--- config.mk ---
export PLATFORM = sky130hd
export DESIGN_NAME = xbar2_router
export DESIGN_NICKNAME = d
export VERILOG_FILES = /design/src/rtl/xbar2_pkg.sv /design/src/rtl/xbar2_out_port.sv /design/src/rtl/xbar2_router.sv
export SDC_FILE = /design/constraint.sdc
export NUM_CORES = 1
export LEC_CHECK = 0
export CAP_MARGIN = 20
export CELL_PAD_IN_SITES_DETAIL_PLACEMENT = 0
export CELL_PAD_IN_SITES_GLOBAL_PLACEMENT = 1
export CORE_ASPECT_RATIO = 1.2
export CORE_UTILIZATION = 38
export CTS_BUF_LIST = sky130_fd_sc_hd__clkbuf_16
export DETAILED_ROUTE_END_ITERATION = 16
export DONT_BUFFER_PORTS = 1
export GPL_TIMING_DRIVEN = 0
export PLACE_DENSITY_LB_ADDON = 0.1
export SLEW_MARGIN = 30
export SYNTH_ARGS = -nofsm -noshare
export SYNTH_HDL_FRONTEND = slang
export SYNTH_SLANG_ARGS = --single-unit
--- constraint.sdc ---
create_clock -name CLK -period 1.3 [get_ports CLK]
set_input_delay 0.13 -clock CLK [delete_from_list [all_inputs] [get_ports CLK]]
set_output_delay 0.13 -clock CLK [all_outputs]
set_load 0.005 [all_outputs]
--- src/rtl/xbar2_pkg.sv ---
// Shared constants and types for the two-port crossbar router.
package xbar2_pkg;
   localparam int NUM_PORTS = 2;
   localparam int STATS_W   = 16;

   typedef logic src_idx_t;

   localparam src_idx_t PTR_RST = 1'b0;
endpackage

--- src/rtl/xbar2_out_port.sv ---
// One router output: request decode, round-robin arbiter, one-entry holding register.
// Optional load counter when XBAR2_ROUTER_STATS_EN is defined.
module xbar2_out_port
   import xbar2_pkg::*;
#(
   parameter int   Data_Width   = 8,
   parameter int   Select_Width = 2,
   parameter logic PORT_IDX     = 1'b0
) (
   input  logic                    clk,
   input  logic                    rst_n,
   input  logic                    v0,
   input  logic                    v1,
   input  logic                    d0,
   input  logic                    d1,
   input  logic [Data_Width-1:0]   x0,
   input  logic [Data_Width-1:0]   x1,
   input  logic                    yr,
   output logic                    gnt0,
   output logic                    gnt1,
   output logic [Data_Width-1:0]   y,
   output logic                    yv,
   output logic [Select_Width-1:0] s
`ifdef XBAR2_ROUTER_STATS_EN
   ,
   output logic [STATS_W-1:0]      cnt
`endif
);

   logic                  req0;
   logic                  req1;
   logic                  free;
   logic                  load;
   src_idx_t              win;

   logic [Data_Width-1:0] y_d, y_q;
   logic                  yv_d, yv_q;
   src_idx_t              src_d, src_q;
   src_idx_t              ptr_d, ptr_q;

   always_comb begin
      req0 = v0 & (d0 == PORT_IDX);
      req1 = v1 & (d1 == PORT_IDX);
      free = !yv_q | yr;
      // Pointer only matters under contention; a lone requester always wins.
      win  = (req0 & req1) ? ptr_q : req1;
      load = (req0 | req1) & free & rst_n;
      gnt0 = load & !win;
      gnt1 = load & win;

      y_d   = y_q;
      yv_d  = yv_q & !yr;
      src_d = src_q;
      ptr_d = ptr_q;
      if (load) begin
         y_d   = win ? x1 : x0;
         yv_d  = 1'b1;
         src_d = win;
         ptr_d = !win;
      end
   end

   always_ff @(posedge clk) begin
      if (!rst_n) begin
         y_q   <= '0;
         yv_q  <= 1'b0;
         src_q <= 1'b0;
         ptr_q <= PTR_RST;
      end else begin
         y_q   <= y_d;
         yv_q  <= yv_d;
         src_q <= src_d;
         ptr_q <= ptr_d;
      end
   end

   always_comb begin
      s    = '0;
      s[0] = src_q;
   end

   assign y  = y_q;
   assign yv = yv_q;

`ifdef XBAR2_ROUTER_STATS_EN
   logic [STATS_W-1:0] cnt_d, cnt_q;

   always_comb begin
      cnt_d = cnt_q + STATS_W'(load);
   end

   always_ff @(posedge clk) begin
      if (!rst_n) begin
         cnt_q <= '0;
      end else begin
         cnt_q <= cnt_d;
      end
   end

   assign cnt = cnt_q;
`endif

endmodule

--- src/rtl/xbar2_router.sv ---
// Two-in / two-out push router; one xbar2_out_port per output, grants ORed into input readies.
// Define XBAR2_ROUTER_STATS_EN to add per-output load counters CNT0/CNT1.
module xbar2_router
   import xbar2_pkg::*;
#(
   parameter int Data_Width   = 8,
   parameter int Select_Width = 2
) (
   input  logic                    CLK,
   input  logic                    RST_N,
   input  logic [Data_Width-1:0]   X0,
   input  logic [Data_Width-1:0]   X1,
   input  logic                    V0,
   input  logic                    V1,
   input  logic                    D0,
   input  logic                    D1,
   output logic                    R0,
   output logic                    R1,
   output logic [Data_Width-1:0]   Y0,
   output logic [Data_Width-1:0]   Y1,
   output logic                    YV0,
   output logic                    YV1,
   input  logic                    YR0,
   input  logic                    YR1,
   output logic [Select_Width-1:0] S0,
   output logic [Select_Width-1:0] S1
`ifdef XBAR2_ROUTER_STATS_EN
   ,
   output logic [STATS_W-1:0]      CNT0,
   output logic [STATS_W-1:0]      CNT1
`endif
);

   // gnt_oJ[i]: output J has granted input i this cycle.
   logic [NUM_PORTS-1:0] gnt_o0;
   logic [NUM_PORTS-1:0] gnt_o1;

   xbar2_out_port #(
      .Data_Width   (Data_Width),
      .Select_Width (Select_Width),
      .PORT_IDX     (1'b0)
   ) u_out0 (
      .clk   (CLK),
      .rst_n (RST_N),
      .v0    (V0),
      .v1    (V1),
      .d0    (D0),
      .d1    (D1),
      .x0    (X0),
      .x1    (X1),
      .yr    (YR0),
      .gnt0  (gnt_o0[0]),
      .gnt1  (gnt_o0[1]),
      .y     (Y0),
      .yv    (YV0),
      .s     (S0)
`ifdef XBAR2_ROUTER_STATS_EN
      ,
      .cnt   (CNT0)
`endif
   );

   xbar2_out_port #(
      .Data_Width   (Data_Width),
      .Select_Width (Select_Width),
      .PORT_IDX     (1'b1)
   ) u_out1 (
      .clk   (CLK),
      .rst_n (RST_N),
      .v0    (V0),
      .v1    (V1),
      .d0    (D0),
      .d1    (D1),
      .x0    (X0),
      .x1    (X1),
      .yr    (YR1),
      .gnt0  (gnt_o1[0]),
      .gnt1  (gnt_o1[1]),
      .y     (Y1),
      .yv    (YV1),
      .s     (S1)
`ifdef XBAR2_ROUTER_STATS_EN
      ,
      .cnt   (CNT1)
`endif
   );

   assign R0 = gnt_o0[0] | gnt_o1[0];
   assign R1 = gnt_o0[1] | gnt_o1[1];

endmodule
Word-level counts from Yosys, hierarchy flattened
Index checks and enable logic that the tools add are counted.
{"block": "word_totals", "reg_bits": 22, "latch_bits": 0, "ram_bits": 0, "romBits": 0, "inputBits": 24, "word_cells": 44, "mem_count": 0}
{"block": "classes", "n_addsub": 0, "n_mul": 0, "n_div": 0, "magnitude_cmp": 0, "eq_ne": 0, "shifts": 0, "mux": 6, "n_bitwise": 24, "reduce_logical": 6}
{"cell": "1-bit bitwise AND", "n": 16}
{"cell": "8-bit 2-to-1 mux", "n": 2}
{"cell": "1-bit logical NOT", "n": 6}
{"cell": "1-bit bitwise OR", "n": 6}
{"cell": "1-bit 2-to-1 mux", "n": 4}
{"cell": "1-bit inverter", "n": 2}

Depth between registers and ports, before layout
Gate-level depths: netlist of the first run.
{"block": "depth", "word_depth": 7, "ltp_mapped": 5, "depth_no_buf": 4}

Cells and area by module
From an unflattened synthesis of the first run, not the netlist that was laid out.
{"block": "hier_totals", "hier_cells": 122, "hier_area_um2": 1171.1}
{"module": "xbar2_out_port (u_out0)", "n_inst": 1, "cells_per_inst": 55, "area_per_inst_um2": 583.1, "seq_area_each_um2": 220.2}
{"module": "xbar2_out_port (u_out1)", "n_inst": 1, "cells_per_inst": 65, "area_per_inst_um2": 575.6, "seq_area_each_um2": 220.2}
{"module": "xbar2_router", "n_inst": 1, "cells_per_inst": 2, "area_per_inst_um2": 12.5, "seq_area_each_um2": 0.0}

Least setup slack after synthesis of the first run
OpenSTA, ideal clock, no wires.
{"block": "synth_timing", "path_type": "reg-to-reg", "start": "reg u_out1.yv_q, in the netlist u_out1.yv", "end": "reg u_out1.y_q[0], in the netlist u_out1.y[0]", "setup_time_ns": 0.122, "arrival_ns": 1.119, "setup_slack_ns": 0.059, "stages_incl_launch_ff": 6, "n_path_buf": 2, "period_less_slack_ns": 1.241, "cell_sequence": "dfxtp_1 > nand2b_1 > clkbuf_1 > o2111a_1 > buf_6 > a221o_1"}
{"block": "synth_via", "elab_chain_cells": 4}
{"element": "from (decl)", "line_no": "xbar2_out_port.sv:37", "source": "logic yv_d, yv_q;"}
{"element": "from (signal assigned)", "line_no": "xbar2_out_port.sv:71", "source": "yv_q <= yv_d;"}
{"element": "1-bit logical NOT", "line_no": "xbar2_out_port.sv:44", "source": "free = !yv_q | yr;"}
{"element": "1-bit bitwise OR", "line_no": "xbar2_out_port.sv:44"}
{"element": "1-bit bitwise AND (2 in series)", "line_no": "xbar2_out_port.sv:47", "source": "load = (req0 | req1) & free & rst_n;"}
{"element": "to (signal assigned)", "line_no": "xbar2_out_port.sv:70", "source": "y_q <= y_d;"}
{"element": "to (decl)", "line_no": "xbar2_out_port.sv:36", "source": "logic [Data_Width-1:0] y_d, y_q;"}
No other way between the ends.
A chain may end at the register's enable or synchronous reset.

Final worst setup path of the first run
{"block": "layout_timing", "start": "reg u_out0.yv_q, in the netlist u_out0.yv", "end": "reg u_out0.y_q[3], in the netlist u_out0.y[3]"}
{"block": "layout_via", "elab_chain_cells": 4}
{"element": "from (decl)", "line_no": "xbar2_out_port.sv:37"}
{"element": "from (signal assigned)", "line_no": "xbar2_out_port.sv:71"}
{"element": "1-bit logical NOT", "line_no": "xbar2_out_port.sv:44"}
{"element": "1-bit bitwise OR", "line_no": "xbar2_out_port.sv:44"}
{"element": "1-bit bitwise AND (2 in series)", "line_no": "xbar2_out_port.sv:47"}
{"element": "to (signal assigned)", "line_no": "xbar2_out_port.sv:70"}
{"element": "to (decl)", "line_no": "xbar2_out_port.sv:36"}
No other way between the ends.

==> flow_summary.json, run 1 <==
{
  "average_via_count_per_standard_cell": 5.80,
  "synth_most_common_cell": "sky130_fd_sc_hd__dfxtp_1",
  "worstSetupStartpointType": "flop",
  "worst_setup_hold_path_clk_slew_ns": 0.06,
  "clockPowerShare_pct": 40.7,
  "pwr-share-comb_pct": 11.3,
  "setup-tns-final_ns": 0,
  "vdd_ir_drop_max_uv": 619,
  "cap_violations": 0,
  "drt_iter0_drc": 24,
  "cp_data_required_time_ns": 1.44,
  "grt_usage_pct": 19.3,
  "detailedRoute.firstPassIterationCount": 4,
  "worst_slack_after_detailed_placement_ns": -0.0924,
  "unrepaired_setup_endpoints_after_global_routing": "no",
  "routed_wl_um": 2420,
  "fill_cells": 217,
  "synth_edf_count": 0,
  "stdcell_area_um2": 1170,
  "grt.overflow.total": 0,
  "slew_viol_final": 0,
  "grt_pass1_wl_um": 3750,
  "dp.cells": 136,
  "placedInstanceArea_um2": 1020,
  "synth_area_leader_cell": "sky130_fd_sc_hd__dfxtp_1",
  "power_mw": 1.58,
  "report.final.setup_viol": 0,
  "synth-seq-area-share_pct": 45.2,
  "power.sequential.fraction_pct": 48.0,
  "final_layout_size_suffix_gt1_share_pct": 23.4,
  "detail-route-antenna-nets": 0,
  "fp.coreArea_um2": 2350,
  "swShare_pct": 22.9,
  "finalCritPeriodShare_pct": 94.8,
  "synth_area_per_cell_um2": 9.37,
  "layout.core_utilization_pct": 49.6,
  "nNetsFinal": 136,
  "worst-path-max-fanout": 9,
  "ff_latch_count_synth": 22,
  "period_needed_ns": 1.23,
  "power-per-cell-area_nw_per_um2": 1350,
  "power.net_switching_mw": 0.362,
  "cts_htree_levels": 1,
  "sort_of_element_at_the_end_of_the_critical_path": "flop",
  "die-area_um2": 2770,
  "p_int_mw": 1.22,
  "synth_async_sr_flop_share_pct": 0,
  "dp_hpwl_um": 1590,
  "die_width_um": 48.2,
  "io_buffer_count": 0,
  "post-route-worst-setup-slack_ns": 0.0670,
  "gp_congestion": 0.655,
  "number_of_global_route_vias_before_repair": 813,
  "area.growth.synth_to_final_pct": 19.8,
  "max_freq_ghz": 0.811,
  "insertedDiodeCount": 0,
  "floorplan.initialDensity_pct": 41.4,
  "run_status": "completed",
  "dieHeight_um": 57.5,
  "hold_violation_total_from_the_final_report": 0,
  "critPathKind": "reg2reg",
  "synth_largest_type_area_fraction_pct": 45.2,
  "rows": 19,
  "synthesis.yosys.warnings": 0,
  "num_vias": 824,
  "netlist_top_cells_area": "sky130_fd_sc_hd__dfxtp_1 (45%), sky130_fd_sc_hd__a221o_1 (16%), sky130_fd_sc_hd__nor2_1 (6.5%), sky130_fd_sc_hd__nand2_1 (4.6%), sky130_fd_sc_hd__buf_4 (3.1%)",
  "count_of_hold_fix_buffers_inserted_at_cts": 0,
  "cts_num_sinks": 22,
  "hold_class": "in2reg",
  "synth_common_cells": "sky130_fd_sc_hd__dfxtp_1 (22), sky130_fd_sc_hd__nor2_1 (17), sky130_fd_sc_hd__a221o_1 (16), sky130_fd_sc_hd__nand2_1 (12), sky130_fd_sc_hd__buf_4 (4)",
  "ys.flop_type": "sky130_fd_sc_hd__dfxtp_1",
  "insertion_delay_ns": 0.25,
  "fin_worst_skew_ns": 0.00429,
  "p_leak_nw": 0.482,
  "fin_cells": 142,
  "clock-root-buffer": "sky130_fd_sc_hd__clkbuf_16",
  "cp_data_arrival_time_ns": 1.37,
  "initial_antenna_violation_count": 0,
  "post-route-drc-count": 0,
  "boundaryPins": 48,
  "synthesis.area_um2": 975,
  "number_of_standard_cells_after_synthesis": 104,
  "fin_worst_hold_slack_ns": 0.0131,
  "synth_cell_types": 27,
  "cts-buffers-inserted": 3,
  "post_drt_wl_per_cell_um": 17.1,
  "cts_tree": "yes",
  "clock_path_buffers": 2,
  "grt_start_max_net_pins": 13
}
[cell usage in the layout, fill, tap and decap left out]
cell type                    n
sky130_fd_sc_hd__dfxtp_1    19
sky130_fd_sc_hd__nor2_1     17
sky130_fd_sc_hd__a221o_1    16
sky130_fd_sc_hd__nand2_1    12
sky130_fd_sc_hd__buf_4       7
sky130_fd_sc_hd__a31oi_1     3
sky130_fd_sc_hd__clkbuf_16   3
sky130_fd_sc_hd__buf_2       2
sky130_fd_sc_hd__nand2b_4    2
sky130_fd_sc_hd__and2_1      2
sky130_fd_sc_hd__inv_1       2
sky130_fd_sc_hd__a21oi_4     2
sky130_fd_sc_hd__buf_6       2
sky130_fd_sc_hd__a311oi_1    2
sky130_fd_sc_hd__a21o_1      2
sky130_fd_sc_hd__conb_1      2
sky130_fd_sc_hd__dfxtp_2     2
sky130_fd_sc_hd__nor2b_4     1
sky130_fd_sc_hd__nand3b_1    1
sky130_fd_sc_hd__nand4_1     1
sky130_fd_sc_hd__nand3_1     1
sky130_fd_sc_hd__nand4_4     1
sky130_fd_sc_hd__nand2_2     1
sky130_fd_sc_hd__o2111a_1    1
sky130_fd_sc_hd__and2b_1     1
sky130_fd_sc_hd__nand3_2     1
sky130_fd_sc_hd__or2_4       1
sky130_fd_sc_hd__o21a_1      1
sky130_fd_sc_hd__a21oi_1     1
sky130_fd_sc_hd__clkinv_1    1
sky130_fd_sc_hd__dfxtp_4     1
[registers in the layout, indices dropped and copies added, names as in the netlist]
name,flops
u_out0.ptr_q,1
u_out1.src_q,1
u_out0.src_q,1
u_out1.y,8
u_out1.ptr_q,1
u_out0.y,8
u_out0.yv,1
u_out1.yv,1
[logic make-up after synthesis]
group | after synthesis | share of synthesized area [%]
other | 1 | 0.385
AO/OA/AOI/OAI | 28 | 25.9
buffers and inverters | 11 | 7.57
AND/OR/NAND/NOR | 42 | 20.9
flip-flops | 22 | 45.2
[final cells by class]
class	instances	area [um2]	area share (%)
repair buffers	4	33.8	2.89
multi-input cells	72	510	43.7
clock inverters	1	3.75	0.322
plain buffers	7	51.3	4.39
flip-flops and latches	22	447	38.3
inverters	2	7.51	0.643
well taps	31	38.8	3.32
clock buffers	3	75.1	6.43
[power by group through the flow]
stage | Sequential, mW | Combinational, mW | Clock (mW)
2_1_floorplan | 0.760 | 0.130 | 0
3_3_place_gp | 0.769 | 0.155 | 0
3_5_place_dp | 0.769 | 0.157 | 0
6_report | 0.757 | 0.178 | 0.643
5_1_grt | 0.764 | 0.197 | 0.693
4_1_cts | 0.758 | 0.173 | 0.658
[layer usage]
metal	vias up	part of all wire, %	GRT usage [%]
li1	394	-	-
met1	392	44	24.0
met2	36	47	30.3
met3	2	8.1	5.70
met4	0	0.62	7.54
met5	-	0	0
[critical path: stages, from the launching register on]
cell	delay (ns)
sky130_fd_sc_hd__dfxtp_2	0.36
sky130_fd_sc_hd__nand2b_4	0.08
sky130_fd_sc_hd__nand3_2	0.10
sky130_fd_sc_hd__a21oi_4	0.04
sky130_fd_sc_hd__buf_4	0.18
sky130_fd_sc_hd__a221o_1	0.35
[worst paths after layout]
check,from,end,slack (ns),cells past startpoint
setup / recovery,u_out0.yv$_SDFF_PN0_,u_out0.y[3]$_SDFFE_PN0P_,0.07,5
hold / removal,X1[5],u_out1.y[5]$_SDFFE_PN0P_,0.01,1
setup reg to reg,u_out0.yv$_SDFF_PN0_,u_out0.y[3]$_SDFFE_PN0P_,0.07,5
hold reg to reg,u_out1.src_q$_SDFFE_PN0P_,u_out1.src_q$_SDFFE_PN0P_,0.45,1
[repair_timing]
| action | CTS | global route |
|---|---|---|
| resized for setup | 8 | 4 |
| endpoints found under the setup margin | 18 | 18 |
| buffers inserted | 3 | 1 |
| pin swaps | 3 | 0 |
| cloned | 0 | 0 |
Note: power is estimated with default switching activity, not from simulation.
==> run 2: changes to the inputs <==
==> constraint.sdc (replaced) <==
create_clock -name CLK -period 1.1 [get_ports CLK]
set_input_delay 0.11 -clock CLK [delete_from_list [all_inputs] [get_ports CLK]]
set_output_delay 0.11 -clock CLK [all_outputs]
set_load 0.005 [all_outputs]
==> flow_summary.json, run 2 (synthesis results as in run 1) <==
{
  "run_status": "finished, violations left",
  "violations": "hold timing, setup timing",
  "worst_setup_hold_path_clk_slew_ns": 0.06,
  "grt_start_max_net_pins": 14,
  "cp_data_arrival_time_ns": 1.10,
  "p_leak_nw": 0.543,
  "cp_cell_sequence": "o2111a_2 -> or2_4",
  "gp_congestion": 0.659,
  "setup-tns-final_ns": -1.40,
  "boundaryPins": 48,
  "critPathKind": "reg2out",
  "slew_viol_final": 0,
  "report.final.setup_viol": 18,
  "power-per-cell-area_nw_per_um2": 1650,
  "max_stage_delay_ns": 0.33,
  "final_layout_size_suffix_gt1_share_pct": 28.1,
  "vdd_ir_drop_max_uv": 987,
  "max_freq_ghz": 0.823,
  "fin_cells": 152,
  "cap_violations": 0,
  "detail-route-antenna-nets": 0,
  "die-area_um2": 2770,
  "cp_slowest_cell": "sky130_fd_sc_hd__dfxtp_2",
  "post_drt_wl_per_cell_um": 16.8,
  "hold_class": "in2reg",
  "hold_violation_total_from_the_final_report": 1,
  "initial_antenna_violation_count": 0,
  "average_via_count_per_standard_cell": 5.65,
  "fin_worst_hold_slack_ns": -0.000917,
  "fp.coreArea_um2": 2350,
  "routed_wl_um": 2550,
  "die_width_um": 48.2,
  "insertedDiodeCount": 0,
  "most-common-layout-cells": "sky130_fd_sc_hd__dfxtp_1 (18), sky130_fd_sc_hd__nor2_1 (16), sky130_fd_sc_hd__a221o_1 (16)",
  "seqCellArea_um2": 448,
  "cts_htree_levels": 1,
  "worstSetupStartpointType": "flop",
  "crit_family": "flip-flops",
  "grt_usage_pct": 18.7,
  "clock-root-buffer": "sky130_fd_sc_hd__clkbuf_16",
  "dieHeight_um": 57.5,
  "worst-path-max-fanout": 4,
  "cp_data_required_time_ns": 0.99,
  "floorplan.initialDensity_pct": 41.4,
  "fill_cells": 214,
  "cts_num_sinks": 22,
  "detailedRoute.firstPassIterationCount": 4,
  "area.growth.synth_to_final_pct": 34.3,
  "worstPathBufferInverterCount": 0,
  "dp.cells": 136,
  "commonest_non_fill_non_tap_cell_in_the_layout": "sky130_fd_sc_hd__dfxtp_1",
  "worst_slack_after_detailed_placement_ns": -0.199,
  "insertion_delay_ns": 0.25,
  "period_needed_ns": 1.21,
  "rows": 19,
  "cts_tree": "yes",
  "sort_of_element_at_the_end_of_the_critical_path": "output pin",
  "drt_iter0_drc": 30,
  "io_buffer_count": 0,
  "grt_pass1_wl_um": 3670,
  "multiInputGateArea_um2": 519,
  "post-route-worst-setup-slack_ns": -0.115,
  "clock_path_buffers": 2,
  "finalCritPeriodShare_pct": 110,
  "nNetsFinal": 146,
  "fin_worst_skew_ns": 0.00415,
  "post-route-drc-count": 0,
  "cts-buffers-inserted": 3,
  "unrepaired_setup_endpoints_after_global_routing": "yes",
  "num_vias": 859,
  "grt.overflow.total": 0,
  "number_of_global_route_vias_before_repair": 775
}
-- run 2: final timing paths --
check | startpoint | end | slack [ns] | depth (start not counted)
max | u_out1.ptr_q$_SDFFE_PN0P_ | R1 | -0.11 | 2
min | X1[2] | u_out1.y[2]$_SDFFE_PN0P_ | -0.0009 | 1
max reg2reg | u_out0.yv$_SDFF_PN0_ | u_out0.y[0]$_SDFFE_PN0P_ | -0.10 | 5
min reg2reg | u_out1.src_q$_SDFFE_PN0P_ | u_out1.src_q$_SDFFE_PN0P_ | 0.45 | 1
-- run 2: timing repair --
action	CTS	global route
hold buffers	6	0
resized for setup	8	11
setup endpoints to repair	20	19
cloned	0	1
buffers inserted	5	2
pin swaps	1	4
hold endpoints to repair	8	0
-- run 2: metrics by stage --
stage	utilization, %	power, mW	area, um2
2_1_floorplan	-	1.06	998
3_3_place_gp	44.1	1.10	1040
3_5_place_dp	44.1	1.10	1040
4_1_cts	53.4	2.15	1260
5_1_grt	55.6	2.23	1310
6_report	55.6	2.15	1310
-- run 2: routing by layer --
metal	global-route usage, %	routed length, um	vias to the layer above
met1	25.6	1110	417
met3	3.16	166	2
met4	7.14	21	0
li1	-	-	412
met2	28.4	1260	28
met5	0	0	-
-- run 2: layout make-up --
class	instances	area share, %
buffer	7	3.92
clock buffer	3	5.74
clock inverter	1	2.29
inverter	2	0.574
multi-input combinational	72	39.7
sequential	22	34.2
tap	31	2.96
timing repair buffer	14	10.6
-- run 2: worst register-to-register path, cell delays in order, from the launching register on --
cell and delay [ns]:
sky130_fd_sc_hd__dfxtp_2 0.34, sky130_fd_sc_hd__nand2b_4 0.09, sky130_fd_sc_hd__nand2_1 0.05, sky130_fd_sc_hd__o21a_1 0.17, sky130_fd_sc_hd__buf_6 0.14, sky130_fd_sc_hd__a221o_1 0.29
-- run 2: where the power goes --
part           internal (mW)  total, mW  switching, mW
Combinational          0.127      0.245          0.118
Clock                  0.722       1.01          0.292
Sequential             0.852      0.896         0.0435
